File: src/rtl/ahb2apb_bridge_mslv.sv
// ahb2apb_bridge_mslv
//   AHB-Lite slave to APB4 master bridge that fans one AHB port out to
//   NUM_SLV APB slaves. The slave index is taken from Haddr[SLV_LSB +: SEL_W].
//   One transfer is in flight at a time. APB wait states stretch the AHB data
//   phase. Slave errors, unmapped indices, oversize transfers and ACCESS
//   timeouts all end in a two-cycle AHB ERROR response.
//
// Ports
//   clock, Hresetn               : clock and synchronous active-low reset
//   Htrans, Hsize, Hreadyin,
//   Haddr, Hwrite, Hwdata, Hburst : AHB address/data phase inputs (Hburst unused)
//   Hrdata, Hresp, Hreadyout     : AHB response (combinational from state)
//   Prdata, Pready, Pslverr      : APB response from the selected slave
//   Pselx, Penable, Pwrite,
//   Paddr, Pwdata, Pstrb         : APB request (registered except Pwdata)
//   dbg_state                    : current FSM state, for observation only
//
// Handshake: an AHB transfer is accepted in any cycle where Hreadyin=1,
// Hreadyout=1 and Htrans is NONSEQ or SEQ. The APB side completes a transfer
// in an ACCESS cycle with Pready=1; Pslverr is only meaningful in that cycle.
module ahb2apb_bridge_mslv #(
    parameter int ADDR_W  = 32,
    parameter int DATA_W  = 32,
    parameter int NUM_SLV = 4,
    parameter int SLV_LSB = 12,
    parameter int TIMEOUT = 16
) (
    input  logic                  clock,
    input  logic                  Hresetn,
    input  logic [1:0]            Htrans,
    input  logic [2:0]            Hsize,
    input  logic                  Hreadyin,
    input  logic [ADDR_W-1:0]     Haddr,
    input  logic                  Hwrite,
    input  logic [DATA_W-1:0]     Hwdata,
    input  logic [2:0]            Hburst,
    output logic [DATA_W-1:0]     Hrdata,
    output logic [1:0]            Hresp,
    output logic                  Hreadyout,
    input  logic [DATA_W-1:0]     Prdata,
    input  logic                  Pready,
    input  logic                  Pslverr,
    output logic [NUM_SLV-1:0]    Pselx,
    output logic                  Penable,
    output logic                  Pwrite,
    output logic [ADDR_W-1:0]     Paddr,
    output logic [DATA_W-1:0]     Pwdata,
    output logic [DATA_W/8-1:0]   Pstrb,
    output logic [2:0]            dbg_state
);

    localparam int SEL_W  = (NUM_SLV > 1) ? $clog2(NUM_SLV) : 1;
    localparam int STRB_W = DATA_W / 8;
    localparam int LANE_W = $clog2(STRB_W);
    localparam int CNT_W  = (TIMEOUT > 0) ? $clog2(TIMEOUT + 1) : 1;

    localparam logic [1:0] RESP_OKAY  = 2'b00;
    localparam logic [1:0] RESP_ERROR = 2'b01;

    typedef enum logic [2:0] {
        ST_IDLE   = 3'd0,
        ST_SETUP  = 3'd1,
        ST_ACCESS = 3'd2,
        ST_ERR1   = 3'd3,
        ST_ERR2   = 3'd4
    } state_t;

    state_t               state_q, state_d;
    logic [SEL_W-1:0]     idx_q;
    logic [SEL_W-1:0]     idx_in;
    logic [SEL_W-1:0]     sel_idx;
    logic [DATA_W-1:0]    pwdata_q;
    logic [CNT_W-1:0]     wait_cnt;
    logic                 valid;
    logic                 legal;
    logic                 capture;
    logic                 timed_out;
    logic                 unused_hburst;

    assign unused_hburst = ^Hburst;
    assign dbg_state     = state_q;

    // Contiguous byte strobes for a naturally aligned transfer: the lane
    // address is rounded down to the transfer size before the mask is placed.
    function automatic logic [STRB_W-1:0] calc_strb(input logic [2:0] size,
                                                    input logic [LANE_W-1:0] lane);
        logic [STRB_W-1:0] s;
        int nbytes;
        int base;
        nbytes = 1 << int'(size);
        base   = int'(lane) & ~(nbytes - 1);
        s      = '0;
        for (int i = 0; i < STRB_W; i++) begin
            s[i] = (i >= base) && (i < base + nbytes);
        end
        return s;
    endfunction

    assign idx_in    = Haddr[SLV_LSB +: SEL_W];
    assign legal     = (int'(idx_in) < NUM_SLV) && (int'(Hsize) <= LANE_W);
    assign valid     = Hreadyin && Hreadyout && Htrans[1];
    assign timed_out = (TIMEOUT != 0) && (int'(wait_cnt) == TIMEOUT);
    assign sel_idx   = capture ? idx_in : idx_q;

    // AHB response is purely a function of state and the APB response.
    always_comb begin : p_ahb_out
        Hreadyout = 1'b1;
        Hresp     = RESP_OKAY;
        Hrdata    = '0;
        case (state_q)
            ST_SETUP:  Hreadyout = 1'b0;
            ST_ACCESS: begin
                Hreadyout = Pready && !Pslverr;
                Hrdata    = Prdata;
            end
            ST_ERR1: begin
                Hreadyout = 1'b0;
                Hresp     = RESP_ERROR;
            end
            ST_ERR2:   Hresp = RESP_ERROR;
            default:   ;
        endcase
    end

    always_comb begin : p_next
        state_d = state_q;
        capture = 1'b0;
        case (state_q)
            ST_IDLE, ST_ERR2: begin
                if (valid) begin
                    capture = 1'b1;
                    state_d = legal ? ST_SETUP : ST_ERR1;
                end else begin
                    state_d = ST_IDLE;
                end
            end
            ST_SETUP: state_d = ST_ACCESS;
            ST_ACCESS: begin
                if (Pready) begin
                    if (Pslverr) begin
                        state_d = ST_ERR1;
                    end else if (valid) begin
                        // Next address phase overlaps this completion cycle.
                        capture = 1'b1;
                        state_d = legal ? ST_SETUP : ST_ERR1;
                    end else begin
                        state_d = ST_IDLE;
                    end
                end else if (timed_out) begin
                    state_d = ST_ERR1;
                end
            end
            ST_ERR1:  state_d = ST_ERR2;
            default:  state_d = ST_IDLE;
        endcase
    end

    // APB request outputs are registered from the next state so they line up
    // with SETUP/ACCESS without any combinational path from AHB inputs.
    always_ff @(posedge clock) begin : p_regs
        if (!Hresetn) begin
            state_q  <= ST_IDLE;
            idx_q    <= '0;
            pwdata_q <= '0;
            wait_cnt <= '0;
            Pselx    <= '0;
            Penable  <= 1'b0;
            Pwrite   <= 1'b0;
            Paddr    <= '0;
            Pstrb    <= '0;
        end else begin
            state_q <= state_d;
            if (capture) begin
                idx_q  <= idx_in;
                Paddr  <= Haddr;
                Pwrite <= Hwrite;
                Pstrb  <= (Hwrite && legal) ? calc_strb(Hsize, Haddr[LANE_W-1:0]) : '0;
            end
            if (state_d == ST_SETUP || state_d == ST_ACCESS) begin
                Pselx <= NUM_SLV'(1) << sel_idx;
            end else begin
                Pselx <= '0;
            end
            Penable <= (state_d == ST_ACCESS);
            // Write data arrives in the AHB data phase, i.e. during SETUP.
            if (state_q == ST_SETUP && Pwrite) begin
                pwdata_q <= Hwdata;
            end
            if (capture) begin
                wait_cnt <= '0;
            end else if (state_q == ST_ACCESS && !Pready && wait_cnt != '1) begin
                wait_cnt <= wait_cnt + 1'b1;
            end
        end
    end

    assign Pwdata = (state_q == ST_SETUP && Pwrite) ? Hwdata : pwdata_q;

endmodule

File: config.mk
export PLATFORM = sky130hd
export DESIGN_NAME = ahb2apb_bridge_mslv
export DESIGN_NICKNAME = d
export VERILOG_FILES = /design/src/rtl/ahb2apb_bridge_mslv.sv
export SDC_FILE = /design/constraint.sdc
export NUM_CORES = 1
export LEC_CHECK = 0
export BUFFER_PORTS_ARGS = -buffer_cell sky130_fd_sc_hd__buf_2
export CORE_MARGIN = 3
export CORE_UTILIZATION = 40
export CTS_CLUSTER_DIAMETER = 80
export DETAILED_ROUTE_END_ITERATION = 6
export PLACE_DENSITY = 0.71
export SYNTH_ARGS = -nofsm -noshare
export SYNTH_HDL_FRONTEND = slang
export SYNTH_SLANG_ARGS = --single-unit
File: constraint.sdc
create_clock -name clock -period 4.7 [get_ports clock]
set_input_delay 0.705 -clock clock [delete_from_list [all_inputs] [get_ports clock]]
set_output_delay 0.705 -clock clock [all_outputs]
set_load 0.01 [all_outputs]
==> metrics.log, run 1 <==
INFO  metric clk_path_buf_depth = 2
INFO  metric cts_repair_resize_count = 0
INFO  metric cts.htree.levels = 3
INFO  metric start_util = 42.0%
INFO  metric clock_sinks = 84
INFO  metric final.period_utilization = 60.2%
INFO  metric outcome = finished, final reports clean
INFO  metric p_leak = 0.00253 uW
INFO  metric fin_tns_setup = 0 ps
INFO  metric drtIter0Drc = 94
INFO  metric fin_cells = 727
INFO  metric clk_pin_slew_worst_paths = 90 ps
INFO  metric antenna_found_initial = 0
INFO  metric worst-endpoint-arrival = 2120 ps
INFO  metric met3WireLength = 750 microns
INFO  metric tritoncts = done
INFO  metric wirelength = 9500 microns
INFO  metric die_area = 10500 sq um
INFO  metric drive_above_1_share = 44.4%
INFO  metric drt_drc_violations_left = 0
INFO  metric cpPeakStageDelay = 560 ps
INFO  metric worstPathCellList = nand2_1, nor3_4, buf_4, mux2_2, buf_2
INFO  metric mostFrequentLayoutCells = sky130_fd_sc_hd__buf_2 (216), sky130_fd_sc_hd__dfxtp_1 (84), sky130_fd_sc_hd__nand2_1 (78)
INFO  metric routed_length_per_instance = 13.1 microns
INFO  metric coreArea = 8890 sq um
INFO  metric synthToLayoutAreaGrowth = 34.0%
INFO  metric root_buffer = sky130_fd_sc_hd__clkbuf_8
INFO  metric finClkSkew = 9.63 ps
INFO  metric die_h = 103 microns
INFO  metric layout.cells.most_common = sky130_fd_sc_hd__buf_2
INFO  metric yosysWarningCount = 0
INFO  metric grt_setup_unrepaired = no
INFO  metric grt_max_degree = 48
INFO  metric ant_nets = 0
INFO  metric cap_violations = 0
INFO  metric die_w = 103 microns
INFO  metric critical_path.top_delay_family = flip-flops
INFO  metric cp.required = 3990 ps
INFO  metric firstDrtPassIters = 4
INFO  metric postSynthRegisterBits = 84
INFO  metric synthesis.instances = 412
INFO  metric holdWs = 451 ps
INFO  metric grt_pass1_wl = 14300 microns
INFO  metric num-nets-final = 728
INFO  metric detailroute.via_count = 3456
INFO  metric crit_path_max_fanout = 32
INFO  metric finalCriticalPeriod = 2830 ps
INFO  metric syn_area = 3730 sq um
INFO  metric finalSetupViolCount = 0
INFO  metric cts_made_buffers = 9
INFO  metric post-dp-hpwl = 7230 microns
INFO  metric detail_route.vias_per_cell = 4.75
INFO  metric ctsHoldBuffers = 0
INFO  metric maxSlewViolCount = 0
INFO  metric synthArstFlopShare = 0%
INFO  metric critical_path_buf_inv_count = 2
INFO  metric gp_routability_congestion = 0.739
INFO  metric setup.worst_path.end_class = primary output
INFO  metric placed_cells_incl_taps = 711
INFO  metric netlist-cell-type-count = 47
INFO  metric timing.setup.critical_path_class = flop to primary output
INFO  metric cts.repair_timing.setup_buffer_count = 0
INFO  metric max-slew-margin-rel = 42.2%
INFO  metric power.density = 292 nW/um^2
INFO  metric number_of_flops_mapped_to_enable_cells_by_yosys = 0
INFO  metric wirelength_met1 = 3630 microns
INFO  metric grt_use_total = 17.1%
INFO  metric synth-seq-area-share = 45.0%
INFO  metric synthesis.nets = 526
INFO  metric timing.critical_path.slowest_stage_cell = sky130_fd_sc_hd__dfxtp_1
INFO  metric floorplan.rows = 34
INFO  metric final_area = 5000 sq um
INFO  metric clock.fmax = 354 MHz
INFO  metric ios = 222
INFO  metric worst-slew-pin-transition = 866 ps
INFO  metric grt_pass1_vias = 3297
INFO  metric clk-insertion-delay-late = 350 ps
INFO  metric placement.cell_area = 4820 sq um
INFO  metric top_signal_layer_used = met4
INFO  metric peak_supply_drop = 0.141 mV
INFO  metric start_kind = flop
INFO  metric place.port_buffers = 216
INFO  metric ys_dominant_reg_cell = sky130_fd_sc_hd__dfxtp_1
INFO  metric final-hold-violation-count = 0
INFO  metric diode_count = 0
INFO  metric syn_avg_cell_area = 9.07 sq um
INFO  metric met2RoutedLength = 4980 microns
INFO  metric globalRoute.totalOverflow = 0
INFO  metric worstHoldPathType = flop to flop
[Yosys cell counts (2+ instances only)]
master / n / area share [%]
sky130_fd_sc_hd__nand3_1: 5 / 0.67
sky130_fd_sc_hd__a21oi_1: 38 / 5.1
sky130_fd_sc_hd__nor3b_1: 3 / 0.60
sky130_fd_sc_hd__nand2b_1: 2 / 0.33
sky130_fd_sc_hd__mux2i_1: 2 / 0.54
sky130_fd_sc_hd__ha_1: 4 / 1.3
sky130_fd_sc_hd__dfxtp_1: 84 / 45
sky130_fd_sc_hd__o21bai_1: 3 / 0.60
sky130_fd_sc_hd__nor3_1: 8 / 1.1
sky130_fd_sc_hd__nand3b_1: 3 / 0.60
sky130_fd_sc_hd__buf_2: 2 / 0.27
sky130_fd_sc_hd__xor2_1: 3 / 0.70
sky130_fd_sc_hd__mux2_1: 5 / 1.5
sky130_fd_sc_hd__nor2_1: 13 / 1.3
sky130_fd_sc_hd__and2_1: 66 / 11
sky130_fd_sc_hd__buf_4: 14 / 2.8
sky130_fd_sc_hd__o21ai_0: 4 / 0.54
sky130_fd_sc_hd__nor3b_4: 2 / 1.0
sky130_fd_sc_hd__xnor2_1: 2 / 0.47
sky130_fd_sc_hd__mux2_2: 27 / 8.1
sky130_fd_sc_hd__a31oi_1: 5 / 0.84
sky130_fd_sc_hd__buf_6: 2 / 0.60
sky130_fd_sc_hd__inv_1: 5 / 0.50
sky130_fd_sc_hd__nor3_2: 2 / 0.54
sky130_fd_sc_hd__nand2_1: 78 / 7.8
sky130_fd_sc_hd__clkbuf_1: 9 / 0.90
[per-layer routing]
metal  track usage, %  up-vias
met5                0        -
met4             6.36        0
met3             4.74       10
met2             32.3      117
met1             18.0     1566
li1                 -     1763
[worst paths after layout]
path                            slack, ps          from           to  cells after the start
worst max-delay path                 1870  dbg_state[0]   Pwdata[15]                      5
worst min-delay path                  450      Paddr[5]     Paddr[5]                      2
worst max register to register       2470  dbg_state[1]  wait_cnt[3]                      5
worst min register to register        450      Paddr[5]     Paddr[5]                      2
[power breakdown]
| group | switching [uW] | internal (uW) | leakage (uW) |
|---|---|---|---|
| combinational | 127 | 103 | 0.00176 |
| sequential | 14.8 | 737 | 0.000682 |
| clock | 277 | 205 | 0.0000907 |
[through the flow]
stage	setup slack, ps	util (%)	total power [uW]
6_report	1870	56.3	1460
4_1_cts	1850	56.3	1490
5_1_grt	1670	56.3	1540
3_3_place_gp	2290	54.2	993
2_1_floorplan	2580	-	902
3_5_place_dp	2250	54.2	1000
[registers in the layout (all words and copies together), names as in the netlist]
signal / cells
dbg_state: 3
Penable: 1
pwdata_q: 32
Pstrb: 4
Paddr: 32
Pwrite: 1
wait_cnt: 5
Pselx: 4
idx_q: 2
[layout make-up]
cell class	count	area (sq um)
Fill cell	841	3890
Sequential cell	84	1680
Tap cell	108	135
Clock inverter	7	63.8
Timing Repair Buffer	219	1100
Multi-Input combinational cell	294	1870
Clock buffer	9	124
Inverter	6	22.5
[worst min-delay path, stage by stage, from the launching register on]
cell	delay [ps]
sky130_fd_sc_hd__dfxtp_1	310
sky130_fd_sc_hd__nand2_1	50
sky130_fd_sc_hd__a21oi_1	50
[cell families (layout without fill, tap and decap cells)]
kind of cell    count (synthesis)  after routing  synth area share (%)
other cells                     1              1                 0.100
compound gates                 60             60                  9.92
simple gates                  189            189                  26.5
flops                          84             84                  45.0
mux                            34             34                  10.2
fa+ha+maj                       4              4                  1.34
xor+xnor                        6              6                  1.61
buf+inv                        34            241                  5.29
Power figures use the tool's default switching activity.
==> run 2, diff against run 1 <==
--- a/config.mk
+++ b/config.mk
@@ -5,6 +5,7 @@
 export SDC_FILE = /design/constraint.sdc
 export NUM_CORES = 1
 export LEC_CHECK = 0
+export ABC_AREA = 1
 export BUFFER_PORTS_ARGS = -buffer_cell sky130_fd_sc_hd__buf_2
 export CORE_MARGIN = 3
 export CORE_UTILIZATION = 40
==> constraint.sdc (replaced) <==
create_clock -name clock -period 2.9 [get_ports clock]
set_input_delay 0.435 -clock clock [delete_from_list [all_inputs] [get_ports clock]]
set_output_delay 0.435 -clock clock [all_outputs]
set_load 0.01 [all_outputs]
==> run 2 against run 1 <==
Sequential share of layout area down 0.62 points. Largest cell class is now flip-flops and latches. Core utilization up 1.1 points. Critical path depth unchanged. Sequential cell count unchanged. Worst setup slack worse by 1500 ps. Hold slack worse by 130 ps. Die area down 0.19%. Final area up 1.9%. Non-clock buffer count up 1. Register-to-register slack worse by 1700 ps.
==> metrics.log, run 2 <==
INFO  metric outcome = finished, final reports clean
INFO  metric crit_path_max_fanout = 33 (+3.1%)
INFO  metric synthArstFlopShare = 0% (unchanged)
INFO  metric firstDrtPassIters = 4 (unchanged)
INFO  metric synthToLayoutAreaGrowth = 36.8%
INFO  metric cts.repair_timing.setup_buffer_count = 0 (unchanged)
INFO  metric antenna_found_initial = 0 (unchanged)
INFO  metric cpPeakStageDelay = 560 ps (about the same)
INFO  metric power.density = 509 nW/um^2 (+74%)
INFO  metric cp.required = 2470 ps (-1520 ps)
INFO  metric clk_pin_slew_worst_paths = 100 ps (about the same)
INFO  metric grt_pass1_wl = 15500 microns (+8.1%)
INFO  metric cts.htree.levels = 3 (unchanged)
INFO  metric ant_nets = 0 (unchanged)
INFO  metric fin_cells = 886 (+22%)
INFO  metric detail_route.vias_per_cell = 4.55 (-4.3%)
INFO  metric die_h = 103 microns (about the same)
INFO  metric timing.setup.critical_path_class = flop to primary output
INFO  metric wirelength = 10300 microns (+8.3%)
INFO  metric p_leak = 0.00317 uW (+25%)
INFO  metric ys_dominant_reg_cell = sky130_fd_sc_hd__dfxtp_1
INFO  metric fin_tns_setup = 0 ps (unchanged)
INFO  metric timing.critical_path.slowest_stage_cell = sky130_fd_sc_hd__nand2_1
INFO  metric filler_cell_count = 844 (+0.36%)
INFO  metric cts_made_buffers = 9 (unchanged)
INFO  metric layout.cells.most_common = sky130_fd_sc_hd__buf_2
INFO  metric reg.largest.list = Paddr: 32 flops, pwdata_q: 32 flops, wait_cnt: 5 flops
INFO  metric yosys.area.top_type_share = 45.1% (+0.091 points)
INFO  metric worstPathCellList = inv_1, nor2_1, nand2_1, nor2_1, buf_2
INFO  metric clock_sinks = 84 (unchanged)
INFO  metric globalRoute.totalOverflow = 0 (unchanged)
INFO  metric drt_drc_violations_left = 0 (unchanged)
INFO  metric syn_area = 3730 sq um (-0.20%)
INFO  metric start_kind = flop
INFO  metric worst-slew-pin-transition = 952 ps (+85.5 ps)
INFO  metric yosysMostFrequentCell = sky130_fd_sc_hd__nand2_1
INFO  metric gp_routability_congestion = 0.796 (+7.7%)
INFO  metric synth_top_cell_by_area = sky130_fd_sc_hd__dfxtp_1
INFO  metric grt_max_degree = 73 (+52%)
INFO  metric max-slew-margin-rel = 36.4% (-5.8 points)
INFO  metric ios = 222 (unchanged)
INFO  metric clk-insertion-delay-late = 350 ps (about the same)
INFO  metric synthesis.nets = 680 (+29%)
INFO  metric diode_count = 0 (unchanged)
INFO  metric cts_repair_resize_count = 0 (unchanged)
INFO  metric critical-path-top-cell-by-count = sky130_fd_sc_hd__nor2_1
INFO  metric final.period_utilization = 87.4%
INFO  metric netlist_top_cells_area = sky130_fd_sc_hd__dfxtp_1 (45%), sky130_fd_sc_hd__nand2_1 (13%), sky130_fd_sc_hd__inv_1 (12%), sky130_fd_sc_hd__nor2_1 (8.8%), sky130_fd_sc_hd__a21oi_1 (5.8%)
INFO  metric netlist_top_cells_count = sky130_fd_sc_hd__nand2_1 (128), sky130_fd_sc_hd__inv_1 (123), sky130_fd_sc_hd__nor2_1 (87)
INFO  metric finClkSkew = 13.1 ps (+3.49 ps)
INFO  metric mostFrequentLayoutCells = sky130_fd_sc_hd__buf_2 (216), sky130_fd_sc_hd__nand2_1 (128), sky130_fd_sc_hd__inv_1 (123)
INFO  metric finalSetupViolCount = 0 (unchanged)
INFO  metric die_w = 103 microns (about the same)
INFO  metric floorplan.rows = 34 (unchanged)
INFO  metric tritoncts = done
INFO  metric place.port_buffers = 216 (unchanged)
INFO  metric root_buffer = sky130_fd_sc_hd__clkbuf_8
INFO  metric r2r_setup_slack = 820 ps (-1650 ps)
INFO  metric cap_violations = 0 (unchanged)
INFO  metric ctsHoldBuffers = 0 (unchanged)
INFO  metric clock.fmax = 394 MHz
INFO  metric synthesis.instances = 566 (+37%)
INFO  metric finalCriticalPeriod = 2540 ps
INFO  metric grt_setup_unrepaired = no
INFO  metric synth-seq-area-share = 45.1% (+0.091 points)
INFO  metric drive_above_1_share = 31.0% (-13 points)
INFO  metric netlist-cell-type-count = 27 (-43%)
INFO  metric postSynthRegisterBits = 84 (unchanged)
INFO  metric grt_use_total = 18.4% (+1.2 points)
INFO  metric number_of_flops_mapped_to_enable_cells_by_yosys = 0 (unchanged)
INFO  metric setup.worst_path.end_class = primary output
INFO  metric num-nets-final = 887 (+22%)
INFO  metric worstHoldPathType = input port to flop
INFO  metric drtIter0Drc = 94 (unchanged)
INFO  metric final_core_util = 57.3% (+1.1 points)
INFO  metric die_area = 10500 sq um (-0.19%)
INFO  metric syn_avg_cell_area = 6.59 sq um (-27%)
INFO  metric peak_supply_drop = 0.290 mV (+110%)
INFO  metric start_util = 41.9% (-0.084 points)
INFO  metric yosysWarningCount = 0 (unchanged)
INFO  metric clk_path_buf_depth = 2 (unchanged)
INFO  metric grt_pass1_vias = 3481 (+5.6%)
INFO  metric post-dp-hpwl = 7790 microns (+7.6%)
INFO  metric maxSlewViolCount = 0 (unchanged)
INFO  metric worst-endpoint-arrival = 2100 ps (-20 ps)
INFO  metric detailroute.via_count = 4031 (+17%)
INFO  metric routed_length_per_instance = 11.6 microns (-11%)
INFO  metric coreArea = 8890 sq um (unchanged)
INFO  metric final-hold-violation-count = 0 (unchanged)
INFO  metric placed_cells_incl_taps = 870 (+22%)
[run 2: cells by family after synthesis]
| kind of cell | Yosys count | share of synthesized area [%] |
|---|---|---|
| simple gates | 239 | 25.4 |
| buf+inv | 148 | 15.3 |
| compound gates | 89 | 12.5 |
| flops | 84 | 45.1 |
| fa+ha+maj | 4 | 1.34 |
| xor+xnor | 1 | 0.235 |
| other cells | 1 | 0.101 |
[run 2: final timing paths]
path,from,endpoint,cells after the start
setup / recovery,dbg_state[1],Hrdata[27],5
hold / removal,Haddr[30],Paddr[30],3
setup reg to reg,dbg_state[0],Pselx[2],8
hold reg to reg,Paddr[2],Paddr[2],2
[run 2: power breakdown]
part	leakage, uW	internal, uW	switching (uW)
Clock	0.000118	502	455
Combinational	0.00237	166	251
Sequential	0.000681	1200	23.4
[run 2: area by class of cell]
| type | count | area, sq um | area share, % |
|---|---|---|---|
| clock buffer | 9 | 124 | 2.43 |
| clock inverter | 7 | 105 | 2.06 |
| inverter | 124 | 465 | 9.13 |
| multi-input combinational | 334 | 1480 | 28.9 |
| sequential | 84 | 1680 | 33.0 |
| tap | 108 | 135 | 2.65 |
| timing repair buffer | 220 | 1110 | 21.8 |
[run 2: per-stage QoR]
step | total power, uW | setup WS (ps) | cell area, sq um | hold WS (ps)
6_report | 2590 | 365 | 5100 | 318
5_1_grt | 2730 | 41.5 | 5100 | 304
4_1_cts | 2630 | 348 | 5100 | 299
3_5_place_dp | 1670 | 747 | 4870 | 454
3_3_place_gp | 1660 | 791 | 4870 | 449
2_1_floorplan | 1480 | 1050 | 3730 | 458
[run 2: worst max-delay path, delay by kind of cell (launching register included)]
kind / cells / cell delay [ps]
flops: 1 / 450
buf+inv: 2 / 240
simple gates: 3 / 1060
[run 2: per-layer routing]
metal	track usage, %	part of all wire [%]
met1	20.8	41
met2	32.8	48
met3	5.82	10
met4	5.65	0.74
met5	0	0
